$ cat config.mk
export PLATFORM = sky130hd
export DESIGN_NAME = idex_ctrl_pipe
export DESIGN_NICKNAME = d
export VERILOG_FILES = /design/src/rtl/idex_ctrl_pipe_pkg.sv /design/src/rtl/idex_ctrl_pipe_hazard.sv /design/src/rtl/idex_ctrl_pipe.sv
export SDC_FILE = /design/constraint.sdc
export NUM_CORES = 1
export LEC_CHECK = 0
export ABC_AREA = 1
export BUFFER_PORTS_ARGS = -buffer_cell sky130_fd_sc_hd__clkbuf_2
export CAP_MARGIN = 30
export CORE_MARGIN = 5
export CORE_UTILIZATION = 47
export CTS_CLUSTER_SIZE = 25
export DETAILED_ROUTE_END_ITERATION = 10
export GPL_ROUTABILITY_DRIVEN = 1
export PLACE_DENSITY = 0.8
export REMOVE_ABC_BUFFERS = 1
export SETUP_SLACK_MARGIN = 0.1
export SLEW_MARGIN = 20
export SYNTH_ARGS = -nofsm -noshare
export SYNTH_HDL_FRONTEND = slang
export SYNTH_HIERARCHICAL = 1
export SYNTH_SLANG_ARGS = --single-unit
$ cat constraint.sdc
create_clock -name clk -period 2.8 [get_ports clk]
set_clock_uncertainty 0.2 [all_clocks]
set_input_delay 0.56 -clock clk [delete_from_list [all_inputs] [get_ports clk]]
set_output_delay 0.56 -clock clk [all_outputs]
set_load 0.01 [all_outputs]
$ cat src/rtl/idex_ctrl_pipe_pkg.sv
// Shared types for the ID/EX control pipe: control-field indices,
// MemtoReg encodings and the stage FSM state enum.
package idex_ctrl_pipe_pkg;

  localparam int CTRL_W = 14;

  // ex_ctrl = {ALUSrc_B, MemtoReg[1:0], Jump[1:0], Branch, BranchN,
  //            RegWrite, MemRW, ALU_Control[3:0], ill_instr}
  localparam int CTRL_ALUSRC_B = 13;
  localparam int CTRL_MTR_HI   = 12;
  localparam int CTRL_MTR_LO   = 11;
  localparam int CTRL_JUMP_HI  = 10;
  localparam int CTRL_JUMP_LO  = 9;
  localparam int CTRL_BRANCH   = 8;
  localparam int CTRL_BRANCHN  = 7;
  localparam int CTRL_REGWRITE = 6;
  localparam int CTRL_MEMRW    = 5;
  localparam int CTRL_ALU_HI   = 4;
  localparam int CTRL_ALU_LO   = 1;
  localparam int CTRL_ILL      = 0;

  localparam logic [1:0] MTR_ALU = 2'b00;
  localparam logic [1:0] MTR_MEM = 2'b01;
  localparam logic [1:0] MTR_PC4 = 2'b10;
  localparam logic [1:0] MTR_IMM = 2'b11;

  typedef enum logic [1:0] {
    S_RUN     = 2'd0,
    S_HOLD    = 2'd1,
    S_HOLD_FL = 2'd2
  } state_t;

endpackage

$ cat src/rtl/idex_ctrl_pipe_hazard.sv
// Load-use comparator: EX holds a load whose rd is read by the ID instr.
// In: ex_valid, ex_mtr, ex_rd, id_rs1/2, id_rs1/2_used. Out: load_use.
module idex_hazard_detect (
  input  logic       ex_valid,
  input  logic [1:0] ex_mtr,
  input  logic [4:0] ex_rd,
  input  logic [4:0] id_rs1,
  input  logic [4:0] id_rs2,
  input  logic       id_rs1_used,
  input  logic       id_rs2_used,
  output logic       load_use
);
  import idex_ctrl_pipe_pkg::*;

  logic ex_load;
  logic hit1;
  logic hit2;

  assign ex_load = ex_valid && (ex_mtr == MTR_MEM)
                && (ex_rd != 5'd0);
  assign hit1 = id_rs1_used && (id_rs1 == ex_rd);
  assign hit2 = id_rs2_used && (id_rs2 == ex_rd);
  assign load_use = ex_load && (hit1 || hit2);

endmodule

$ cat src/rtl/idex_ctrl_pipe.sv
// ID/EX stage register with load-use bubbles, redirect squash and freeze.
// Optional perf counters under IDEX_PERF_CNT_EN (perf_bubbles,
// perf_flushes, perf_freeze_cycles). Ports: id_* in, ex_* out, stall/bubble.
module idex_ctrl_pipe #(
  parameter int XLEN   = 32,
  parameter int CTRL_W = idex_ctrl_pipe_pkg::CTRL_W
) (
  input  logic              clk,
  input  logic              rst,
  input  logic              id_valid,
  input  logic [XLEN-1:0]   id_pc,
  input  logic [XLEN-1:0]   id_imm,
  input  logic [4:0]        id_rs1,
  input  logic [4:0]        id_rs2,
  input  logic [4:0]        id_rd,
  input  logic              id_rs1_used,
  input  logic              id_rs2_used,
  input  logic [CTRL_W-1:0] id_ctrl,
  input  logic              ex_redirect,
  input  logic              mio_ready,
  output logic              ex_valid,
  output logic [XLEN-1:0]   ex_pc,
  output logic [XLEN-1:0]   ex_imm,
  output logic [4:0]        ex_rs1,
  output logic [4:0]        ex_rs2,
  output logic [4:0]        ex_rd,
  output logic [CTRL_W-1:0] ex_ctrl,
  output logic              stall_if_id,
  output logic              bubble_o,
`ifdef IDEX_PERF_CNT_EN
  output logic [31:0]       perf_bubbles,
  output logic [31:0]       perf_flushes,
  output logic [31:0]       perf_freeze_cycles,
`endif
  output logic              flush_pending
);
  import idex_ctrl_pipe_pkg::*;

  state_t state_q;
  state_t state_d;
  logic   fp_d;
  logic   load_use;
  logic   cap;
  logic   lu_bub;
  logic   fl_bub;

  idex_hazard_detect u_hz (
    .ex_valid    (ex_valid),
    .ex_mtr      (ex_ctrl[CTRL_MTR_HI:CTRL_MTR_LO]),
    .ex_rd       (ex_rd),
    .id_rs1      (id_rs1),
    .id_rs2      (id_rs2),
    .id_rs1_used (id_rs1_used),
    .id_rs2_used (id_rs2_used),
    .load_use    (load_use)
  );

  always_comb begin
    state_d     = state_q;
    fp_d        = flush_pending;
    stall_if_id = 1'b0;
    cap         = 1'b0;
    lu_bub      = 1'b0;
    fl_bub      = 1'b0;
    unique case (state_q)
      S_RUN, S_HOLD: begin
        if (!mio_ready) begin
          stall_if_id = 1'b1;
          if (ex_redirect) begin
            state_d = S_HOLD_FL;
            fp_d    = 1'b1;
          end else begin
            state_d = S_HOLD;
          end
        end else begin
          state_d = S_RUN;
          if (ex_redirect) begin
            fl_bub = 1'b1;
          end else if (load_use) begin
            lu_bub      = 1'b1;
            stall_if_id = 1'b1;
          end else begin
            cap = 1'b1;
          end
        end
      end
      S_HOLD_FL: begin
        // Further redirects are absorbed: one flush only.
        stall_if_id = 1'b1;
        if (mio_ready) begin
          fl_bub      = 1'b1;
          fp_d        = 1'b0;
          stall_if_id = 1'b0;
          state_d     = S_RUN;
        end
      end
      default: state_d = S_RUN;
    endcase
  end

  assign bubble_o = fl_bub || lu_bub;

  always_ff @(posedge clk) begin
    if (rst) begin
      state_q       <= S_RUN;
      flush_pending <= 1'b0;
      ex_valid      <= 1'b0;
      ex_pc         <= '0;
      ex_imm        <= '0;
      ex_rs1        <= '0;
      ex_rs2        <= '0;
      ex_rd         <= '0;
      ex_ctrl       <= '0;
    end else begin
      state_q       <= state_d;
      flush_pending <= fp_d;
      if (cap || bubble_o) begin
        ex_pc   <= id_pc;
        ex_imm  <= id_imm;
        ex_rs1  <= id_rs1;
        ex_rs2  <= id_rs2;
        ex_rd   <= id_rd;
      end
      if (bubble_o) begin
        ex_valid <= 1'b0;
        ex_ctrl  <= '0;
      end else if (cap) begin
        ex_valid <= id_valid;
        ex_ctrl  <= id_valid ? id_ctrl : '0;
      end
    end
  end

`ifdef IDEX_PERF_CNT_EN
  always_ff @(posedge clk) begin
    if (rst) begin
      perf_bubbles       <= '0;
      perf_flushes       <= '0;
      perf_freeze_cycles <= '0;
    end else begin
      if (lu_bub)     perf_bubbles       <= perf_bubbles + 32'd1;
      if (fl_bub)     perf_flushes       <= perf_flushes + 32'd1;
      if (!mio_ready) perf_freeze_cycles <= perf_freeze_cycles + 32'd1;
    end
  end
`endif

endmodule

==> results.ini <==
[critical_path]
crit_path_cell_trace = inv_2 -> nand2_1 -> nand2_1 -> nor2_1 -> nand3_1 -> a21oi_1 -> buf_4 -> nand4_1 -> nand2_1 -> clkbuf_2
timing.critical_path.mode_cell = nand2_1
cpPeakStageDelay_ns = 0.38
worstPathRequired_ns = 2.04
slowest_stage = dfxtp_2
r2r_start = ex_rd[2]
cp_data_arrival_time_ns = 1.75
crit_path_start = ex_rd[4]
setup.worst_path.end_class = output port
path_max_fanout = 5
crit_type = reg2out
startpoint_type = register
reg2reg_depth = 13

[pwr]
power.switching_uw = 827
power_frac_comb = 0.162
powerDensity_nw_per_um2 = 559
p_seq_frac = 0.474
p_leak_uw = 0.00356
ir_drop_mv = 0.298
clockPowerShare = 0.363
p_sw_frac = 0.258
p_int_uw = 2370

[min_path]
hold_path.class = in2reg
worstHoldStart = rst
hold_depth = 2

[floorplanning]
fp.dieH_um = 106
die_w_um = 106
core_um2 = 9110
die-area_um2 = 11300
start_util = 0.477
rows = 35
io_pins = 197

[clocking]
numCtsBuffers = 9
cts_hold_buffers = 0
tritoncts = done
cts.sinks = 97
post_cts_resize_count = 0
clk_latency_ns = 0.35
root_buffer = clkbuf_8
cts.clk_slew.worst_paths_ns = 0.09
postCtsSetupBuffers = 0
cts_buffer_depth = 2
htree_levels = 3

[timing]
slew_headroom = 0.595
layout_setup_ws_ns = 0.291
rsz0062_at_grt = no
finalCritPeriodShare = 0.896
setup_viol = 0
worst_pin_slew_ns = 0.606
timing.hold.ws_ns = 0.235
final_max_slew_viol_count = 0
finalCriticalPeriod_ns = 2.51
finalHoldViolations = 0
fmax_mhz = 399

[detailed_routing]
drtIter0Drc = 177
num_vias = 4392
drc = 0
viasPerCell = 4.34
wirelength_um = 10800
drt.antenna.violating_nets = 0
avgRoutedWirePerCell_um = 10.7
drtPass1Iterations = 4

[yosys]
syn_avg_cell_area_um2 = 6.14
synth_cell_types = 18
netlist_top_cells_count = 235 x nand2_1, 183 x nor2_1, 122 x inv_1, 97 x dfxtp_1, 19 x nand3_1
ys_ff_latch = 97
synth_top_area_cell = dfxtp_1
synth-main-ff-cell = dfxtp_1
syn_inst = 708
synth_area_um2 = 4350
synth_edf_count = 0
seq_area_frac_synth = 0.446
yosys-top-cells-area = dfxtp_1 45%, nand2_1 20%, nor2_1 16%
async_reset_ff_frac = 0
synth_warnings = 6
synth_top_area_share = 0.446
synth_most_common_cell = nand2_1

[cells_and_area]
syn_to_final_growth_pct = 31.8
nets = 996
drive_gt1_frac = 0.267
antenna-diode-count = 0

[global_route]
grt_overflow = 0
grt_use_total = 0.192
grt_pass1_wl_um = 17800
grt_pass1_vias = 3826
grt_max_degree = 80
antenna_found_initial = 0

[run]
max-cap-violations = 0

[placement]
dp_hpwl_um = 8310
pre_cts_ws_ns = 0.291
io_buffers = 196
place.gp.congestion = 0.815

[outcome]
status = finished, final reports clean

[metrics by stage]
stage | setup TNS (ns) | util | cells | cell area, um2 | power [uW]
6_report | 0 | 0.629 | 1011 | 5730 | 3200
5_1_grt | 0 | 0.629 | 1011 | 5730 | 3390
4_1_cts | 0 | 0.628 | 1011 | 5720 | 3240
3_5_place_dp | 0 | 0.600 | 996 | 5460 | 2080
3_3_place_gp | 0 | 0.600 | 996 | 5460 | 2070
2_1_floorplan | -111.76 | - | 677 | 4180 | 1840
[worst max-delay path, delay by kind of cell, from the launching register on]
| kind | cells | cell delay (ns) |
|---|---|---|
| compound gates | 1 | 0.13 |
| buf+inv | 3 | 0.34 |
| flops | 1 | 0.38 |
| simple gates | 6 | 0.55 |
[worst paths after layout]
| path | to | slack [ns] |
|---|---|---|
| max reg2reg | ex_ctrl[4] | 0.58 |
| max | bubble_o | 0.29 |
| min reg2reg | ex_imm[20] | 0.28 |
| min | state_q[0] | 0.24 |
[layout by cell type (no fill, tap or decap), drive strengths merged]
| cell type | count |
|---|---|
| inv | 130 |
| bufinv | 4 |
| nand2 | 236 |
| o21ai | 2 |
| nand3 | 19 |
| nor4 | 2 |
| clkbuf | 205 |
| nor2 | 187 |
| nand4 | 3 |
| a21oi | 3 |
| dfxtp | 97 |
| buf | 12 |
[power by group through the flow]
stage               Combinational (uW)  Clock (uW)  Sequential [uW]
finish                             520        1160             1520
global route                       593        1270             1530
CTS                                527        1190             1520
detailed placement                 525           0             1550
global placement                   519           0             1550
floorplan                          255           0             1590
[registers in the layout (all words and copies together) (netlist names)]
register	count
state_q	2
ex_valid	1
ex_pc	32
ex_imm	32
ex_rd	5
ex_rs2	5
ex_rs1	5
ex_ctrl	14
flush_pending	1
[layout make-up]
type,instances,area (um2)
flip-flops and latches,97,1950
well taps,111,139
multi-input cells,452,1770
clock buffers,9,124
repair buffers,208,1130
fillers,899,3380
inverters,128,480
clock inverters,6,138
[cells by family after synthesis]
kind of cell	synth area share
AOI/OAI and AO/OA	0.00662
buffers and inverters	0.149
DFF	0.446
and+or+nand+nor	0.398
[routing by layer]
layer,part of all wire,GRT usage,routed length (um)
met5,0,0,0
met1,0.44,0.243,4800
met3,0.095,0.0692,1030
met4,0.0096,0.0389,104
met2,0.45,0.316,4870
No activity file was read; power rests on OpenSTA's default activity.
